--- src/rtl/mul_div_unit.sv ---
// rtl/mul_div_unit.sv - sequential signed 32-bit Booth multiplier / restoring divider
// Divider, DIV state and sign fixup are present only when MULDIV_DIV_EN is defined.
module mul_div_unit (
    input  logic        clk,
    input  logic        clr,
    input  logic        start,
    input  logic        op,
    input  logic [31:0] a,
    input  logic [31:0] b,
    output logic        busy,
    output logic        done,
    output logic [31:0] result_hi,
    output logic [31:0] result_lo,
    output logic        div_by_zero
);

    typedef enum logic [2:0] {S_IDLE, S_MUL, S_DIV, S_FIXUP, S_DONE} state_t;

    state_t      state_q, state_d;
    logic [64:0] acc_q, acc_d;
    logic [31:0] m_q, m_d;
    logic [5:0]  cnt_q, cnt_d;
    logic [31:0] res_hi_q, res_hi_d;
    logic [31:0] res_lo_q, res_lo_d;
    logic        last;
    logic [32:0] booth_a;
    logic [32:0] booth_sum;
    logic [64:0] booth_next;

    assign last = (cnt_q == 6'd31);

    // A is extended to 33 bits before add/sub so that -2^31 * -2^31 keeps its true sign.
    assign booth_a = {acc_q[64], acc_q[64:33]};
    always_comb begin
        booth_sum = booth_a;
        case (acc_q[1:0])
            2'b01:   booth_sum = booth_a + {m_q[31], m_q};
            2'b10:   booth_sum = booth_a - {m_q[31], m_q};
            default: booth_sum = booth_a;
        endcase
    end
    assign booth_next = {booth_sum, acc_q[32:1]};

`ifdef MULDIV_DIV_EN
    logic        qneg_q, qneg_d, rneg_q, rneg_d, dz_q, dz_d;
    logic        dbz_q, dbz_d;
    logic [31:0] a_mag, b_mag;
    logic [32:0] div_shift, div_diff;
    logic [64:0] div_next;

    assign a_mag     = a[31] ? (32'd0 - a) : a;
    assign b_mag     = b[31] ? (32'd0 - b) : b;
    // Partial remainder lives in acc[64:32], dividend/quotient bits in acc[31:0].
    assign div_shift = {acc_q[63:32], acc_q[31]};
    assign div_diff  = div_shift - {1'b0, m_q};
    assign div_next  = div_diff[32] ? {div_shift, acc_q[30:0], 1'b0}
                                    : {div_diff, acc_q[30:0], 1'b1};
    assign div_by_zero = dbz_q;
`else
    logic unused_op;
    assign unused_op   = op;
    assign div_by_zero = 1'b0;
`endif

    always_comb begin
        state_d  = state_q;
        acc_d    = acc_q;
        m_d      = m_q;
        cnt_d    = cnt_q;
        res_hi_d = res_hi_q;
        res_lo_d = res_lo_q;
`ifdef MULDIV_DIV_EN
        qneg_d   = qneg_q;
        rneg_d   = rneg_q;
        dz_d     = dz_q;
        dbz_d    = dbz_q;
`endif
        case (state_q)
            S_IDLE, S_DONE: begin
                state_d = S_IDLE;
                if (start) begin
                    cnt_d   = 6'd0;
                    state_d = S_MUL;
                    acc_d   = {32'd0, b, 1'b0};
                    m_d     = a;
`ifdef MULDIV_DIV_EN
                    if (op) begin
                        qneg_d = a[31] ^ b[31];
                        rneg_d = a[31];
                        m_d    = b_mag;
                        if (b == 32'd0) begin
                            dz_d    = 1'b1;
                            acc_d   = {33'd0, a};
                            state_d = S_FIXUP;
                        end else begin
                            dz_d    = 1'b0;
                            acc_d   = {33'd0, a_mag};
                            state_d = S_DIV;
                        end
                    end
`endif
                end
            end
            S_MUL: begin
                acc_d = booth_next;
                cnt_d = cnt_q + 6'd1;
                if (last) begin
                    state_d  = S_DONE;
                    res_hi_d = booth_next[64:33];
                    res_lo_d = booth_next[32:1];
`ifdef MULDIV_DIV_EN
                    dbz_d    = 1'b0;
`endif
                end
            end
`ifdef MULDIV_DIV_EN
            S_DIV: begin
                acc_d = div_next;
                cnt_d = cnt_q + 6'd1;
                if (last) state_d = S_FIXUP;
            end
            S_FIXUP: begin
                state_d = S_DONE;
                if (dz_q) begin
                    res_hi_d = acc_q[31:0];
                    res_lo_d = 32'hFFFF_FFFF;
                    dbz_d    = 1'b1;
                end else begin
                    res_hi_d = rneg_q ? (32'd0 - acc_q[63:32]) : acc_q[63:32];
                    res_lo_d = qneg_q ? (32'd0 - acc_q[31:0]) : acc_q[31:0];
                    dbz_d    = 1'b0;
                end
            end
`endif
            default: state_d = S_IDLE;
        endcase
    end

    always_ff @(posedge clk) begin
        if (!clr) begin
            state_q  <= S_IDLE;
            acc_q    <= 65'd0;
            m_q      <= 32'd0;
            cnt_q    <= 6'd0;
            res_hi_q <= 32'd0;
            res_lo_q <= 32'd0;
`ifdef MULDIV_DIV_EN
            qneg_q   <= 1'b0;
            rneg_q   <= 1'b0;
            dz_q     <= 1'b0;
            dbz_q    <= 1'b0;
`endif
        end else begin
            state_q  <= state_d;
            acc_q    <= acc_d;
            m_q      <= m_d;
            cnt_q    <= cnt_d;
            res_hi_q <= res_hi_d;
            res_lo_q <= res_lo_d;
`ifdef MULDIV_DIV_EN
            qneg_q   <= qneg_d;
            rneg_q   <= rneg_d;
            dz_q     <= dz_d;
            dbz_q    <= dbz_d;
`endif
        end
    end

    assign busy      = (state_q == S_MUL) || (state_q == S_DIV) || (state_q == S_FIXUP);
    assign done      = (state_q == S_DONE);
    assign result_hi = res_hi_q;
    assign result_lo = res_lo_q;

endmodule

--- config.mk ---
export PLATFORM = sky130hd
export DESIGN_NAME = mul_div_unit
export DESIGN_NICKNAME = d
export VERILOG_FILES = /design/src/rtl/mul_div_unit.sv
export SDC_FILE = /design/constraint.sdc
export NUM_CORES = 1
export LEC_CHECK = 0
export CORE_AREA = 2 2 137 139
export DETAILED_ROUTE_END_ITERATION = 12
export DIE_AREA = 0 0 139 141
export PLACE_DENSITY = 0.74
export SLEW_MARGIN = 5
export SYNTH_ARGS = -nofsm -noshare
export SYNTH_HDL_FRONTEND = slang
export SYNTH_SLANG_ARGS = --single-unit
--- constraint.sdc ---
create_clock -name clk -period 11.3 [get_ports clk]
set_input_delay 2.26 -clock clk [delete_from_list [all_inputs] [get_ports clk]]
set_output_delay 2.26 -clock clk [all_outputs]
set_load 0.02 [all_outputs]
# Yosys cells after proc, flatten, opt, wreduce, memory -nomap -nowiden
# Index checks and enable logic that the tools add are counted.
[classes] n_addsub=3 eq_ne=9 mux=8 n_reduce_logical=8
[ops] cell="case mux 65 bit (2 select lines)" count=1
[ops] cell="case mux 33 bit (2 select lines)" count=1
[ops] cell="2-to-1 mux 65 bit" count=1
[ops] cell="adder 32 x 32 -> 33 bit" count=1
[ops] cell="subtractor 32 x 32 -> 33 bit" count=1
[ops] cell="case mux 6 bit (2 select lines)" count=1
[ops] cell="adder 6 x 1 -> 6 bit (second input constant)" count=1
[ops] cell="== test 3 x 2 -> 1 bit (second input constant)" count=2
[ops] cell="== test 6 x 5 -> 1 bit (second input constant)" count=1
[ops] cell="2-to-1 mux 6 bit" count=1
[ops] cell="case mux 3 bit (2 select lines)" count=1
[ops] cell="AND reduction 2 bit" count=3
[ops] cell="inequality test 2 bit (second input constant)" count=2
[ops] cell="== test 3 x 1 -> 1 bit (second input constant)" count=1
[ops] cell="== test 3 bit (second input constant)" count=1
[ops] cell="logical NOT 3 bit" count=1
[ops] cell="2-to-1 mux 3 bit" count=1
[ops] cell="== test 2 x 1 -> 1 bit (second input constant)" count=1
[ops] cell="== test 2 bit (second input constant)" count=1
[ops] cell="logical OR 1 bit" count=2
[ops] cell="nonzero test 2 bit" count=1
[ops] cell="OR reduction 2 bit" count=1
[ops] cell="2-to-1 mux 1 bit" count=1
[word_totals] reg_bits=170 inputBits=68 output_inout_bits=67 wordCells=34

# Longest topological paths before layout
[logic_depth] word_depth=4 ltp_mapped=19

# Least setup slack after synthesis
# OpenSTA, ideal clock, no wires.
[synth_timing] path_type="register to register" start="reg m_q[2]" end="reg res_hi_q[30], in the netlist result_hi[30]" setup_ns=0.116 arrival_time_ns=4.022 required_ns=11.184 setup_slack_ns=7.161 stages_incl_launch_ff=18 path_buffers=1 synth_period_minus_slack_ns=4.139 path_cell_list="dfxtp_1 or4_4 nor4_1 nor2b_1 and2_1 nand3b_1 nor4_1 nor2_1 xnor2_1 ha_1 clkbuf_1 a21o_1 a21oi_1 o211ai_1 nor3_1 a211o_1 a311o_1 a41o_1"
[synth_between] elab_chain_len=2 elab_cells_between_ends=3 classes_between="2 x add/sub; 1 x mux"
[synth_lines] element="start: declaration" line_no="21" rtl="logic [31:0] m_q, m_d;"
[synth_lines] element="start signal: assignment" line_no="156" rtl="m_q <= m_d;"
[synth_lines] element="subtractor 32 x 32 -> 33 bit / adder 32 x 32 -> 33 bit (equally long branches)" line_no="38, 37"
[synth_lines] element="case mux 33 bit (2 select lines) *" line_no="36" rtl="case (acc_q[1:0])"
[synth_lines] element="end signal: assignment" line_no="158" rtl="res_hi_q <= res_hi_d;"
[synth_lines] element="end: declaration" line_no="23" rtl="logic [31:0] res_hi_q, res_hi_d;"
# Every way passes the cells marked *; elsewhere a longest branch is shown, timed or not.
# A chain may end at the register's enable or synchronous reset.

# Worst setup path after layout
# Same ends and word-level chain as after synthesis.

==> reports/qor.yml <==
power:
  p_leak_nw: 3.904
  pwr_density_cell_mw_per_mm2: 145.1
  vdd.ir_drop.worst_v: 0.0001168
flow_run:
  maxCapViolCount: 0
layout:
  diodes: 0
  area_growth_pct: 22.90
  layout.nets: 1347
  final_common_cell: "nand2_1"
  final_core_util: 0.5952
  final_cell_mix: "nand2_1 (243), a21oi_1 (179), dfxtp_1 (169)"
  finalNonFillerCells: 1490
  drive_gt1_frac: 0.04857
sta:
  setup_violations: 0
  worst_slew_pin_slew_ns: 0.9065
  period_share: 0.4083
  drv_slew: 0
  timing.fmax_mhz: 216.7
  finalSetupTns_ns: 0
  relSlewSlack: 0.3957
  rsz0062_at_grt: "no"
  finalCriticalPeriod_ns: 4.614
  skew_ns: 0.008267
  finalHoldViolations: 0
place:
  gp_congestion: 0.8967
  post-place-cells: 1458
  dpl.hpwl_mm: 15.97
  io_buffers: 132
synthesis:
  ys.flop_type: "dfxtp_1"
  async_reset_ff_frac: 0
  ys_types: 68
  syn_inst: 1160
  yosys_warnings: 0
  syn-num-nets: 1264
  syn_area_sq_mm: 0.008847
  yosysSeqAreaShare: 0.3824
  syn_avg_cell_area_sq_um: 7.627
  ys_ff_latch: 169
  synth_edf_count: 0
clocking:
  post-cts-setup-buffers: 0
  cts_tree: "built"
  worstSkewPairLatency_ns: 0.43
  cts-root-buf: "clkbuf_16"
  htree_levels: 4
  clkTransAtPathRegs_ns: 0.07
  holdBufCountCts: 0
  numCtsBuffers: 17
  ctsResizeCount: 0
  clockBufferDepth: 2
  numClockSinks: 169
worst_setup_path:
  setup.worst_path.end_class: "register"
  path_class: "register to register"
  path_cells: "or4_4 > nor4_1 > nor2b_1 > and2_1 > nand3b_1 > nor4_1 > nor2_1 > xnor2_1 > ha_1 > a21o_1 > a21oi_1 > o211ai_1 > nor3_1 > a211o_1 > a311o_1 > a41o_1"
  cp_top_family: "simple AND/OR/NAND/NOR gates"
  startpoint: "m_q[2]$_SDFFE_PN0P_"
  cp_max_fo: 10
  arrival_ns: 4.94
  required_ns: 11.63
  worst-path-buf-inv: 0
  critPathSlowestCell: "or4_4"
  cpMostUsedCell: "nor4_1"
  crit_path_start_kind: "register"
  slowest_delay_ns: 0.58
  r2r-start: "m_q[2]$_SDFFE_PN0P_"
global_route:
  grt_usage: 0.2383
  grt_pass1_vias: 7823
  grt_pass1_wl_mm: 38.54
  grt_antenna_before_repair: 0
  grt-ovfl-total: 0
  grt_max_degree: 89
floorplan:
  dieArea_sq_mm: 0.01960
  io_pins: 135
  start_util: 0.4843
  coreArea_sq_mm: 0.01827
  placementRows: 50
  fp.dieW_um: 139
  dieHeight_um: 141
routing:
  vias_per_cell: 5.662
  ant_nets: 0
  drc: 0
  drt-pass1-iter-count: 4
  drt_first_iter_violations: 447
  drt_wl_total_mm: 23.70
  wl_per_cell_um: 15.91
  num_vias: 8437
worst_hold_path:
  min_from: "result_lo[15]$_SDFFE_PN0P_"
  hold_path_class: "register to register"
outcome:
  status: "finished, final reports clean"
## through the flow
step	hold WS [ns]	setup WS [ns]	power (mW)	cell area [sq um]
after detailed placement	0.4472	6.692	0.9624	10240
after floorplan	0.4456	7.161	0.8792	8847
after global routing	0.4668	6.272	1.648	10870
after CTS	0.4560	6.679	1.586	10870
final	0.4539	6.686	1.578	10870
after global placement	0.4408	6.687	0.9595	10240
## state kept, by name (all words and copies together), names as in the netlist
| name | flops |
|---|---|
| result_lo | 32 |
| m_q | 32 |
| result_hi | 32 |
| cnt_q | 6 |
| state_q | 2 |
| acc_q | 65 |
## area by class of cell
cell class	instances	area, sq um
clock inverters	13	181.4
repair buffers	144	1411
clock buffers	19	452.9
fillers	1712	7395
multi-input cells	887	5059
flip-flops and latches	169	3383
inverters	24	92.59
well taps	234	292.8
## cells in the mapped netlist, types with 11 or more instances
cell type	count	share of area
clkbuf_1	65	0.028
a211oi_1	13	0.011
a31oi_1	15	0.011
a21oi_1	179	0.10
dfxtp_1	169	0.38
nand2_1	244	0.10
nand3_1	14	0.0079
xnor2_1	48	0.048
nor2_1	86	0.036
a22oi_1	47	0.040
nor3_1	30	0.017
ha_1	35	0.049
inv_1	22	0.0093
a21o_1	11	0.0093
o21ai_0	44	0.025
## where the power goes
part | internal (mW) | switching (mW)
clock | 0.367 | 0.260
sequential | 0.616 | 0.0203
combinational | 0.129 | 0.187
## cell families (layout without fill, tap and decap cells)
family	count (synthesis)	in the layout	share of synthesized area
and+or+nand+nor	430	430	0.2106
buffers and inverters	104	200	0.04851
DFF	169	169	0.3824
other	1	1	0.0004239
xor gates and xnor gates	54	54	0.05346
muxes	6	6	0.006930
AOI/OAI and AO/OA	360	360	0.2459
adders and majority gates	36	36	0.05176
## routing by layer
metal / share of wire / wire, um / global-route usage
met5: 0 / 0 / 0
met4: 0.038 / 889 / 0.1116
met3: 0.050 / 1192 / 0.04721
met2: 0.48 / 11360 / 0.4016
met1: 0.43 / 10250 / 0.2946
## path summary, 6_finish.rpt
kind,end,slack (ns),depth (start not counted)
max reg2reg,result_hi[30]$_SDFFE_PN0P_,6.69,16
max,result_hi[30]$_SDFFE_PN0P_,6.69,16
min reg2reg,result_lo[15]$_SDFFE_PN0P_,0.45,2
min,result_lo[15]$_SDFFE_PN0P_,0.45,2
## worst min-delay path: stages (launching register included)
cell	delay [ns]
dfxtp_1	0.31
nand2_1	0.05
a21oi_1	0.05
Power figures use the tool's default switching activity.
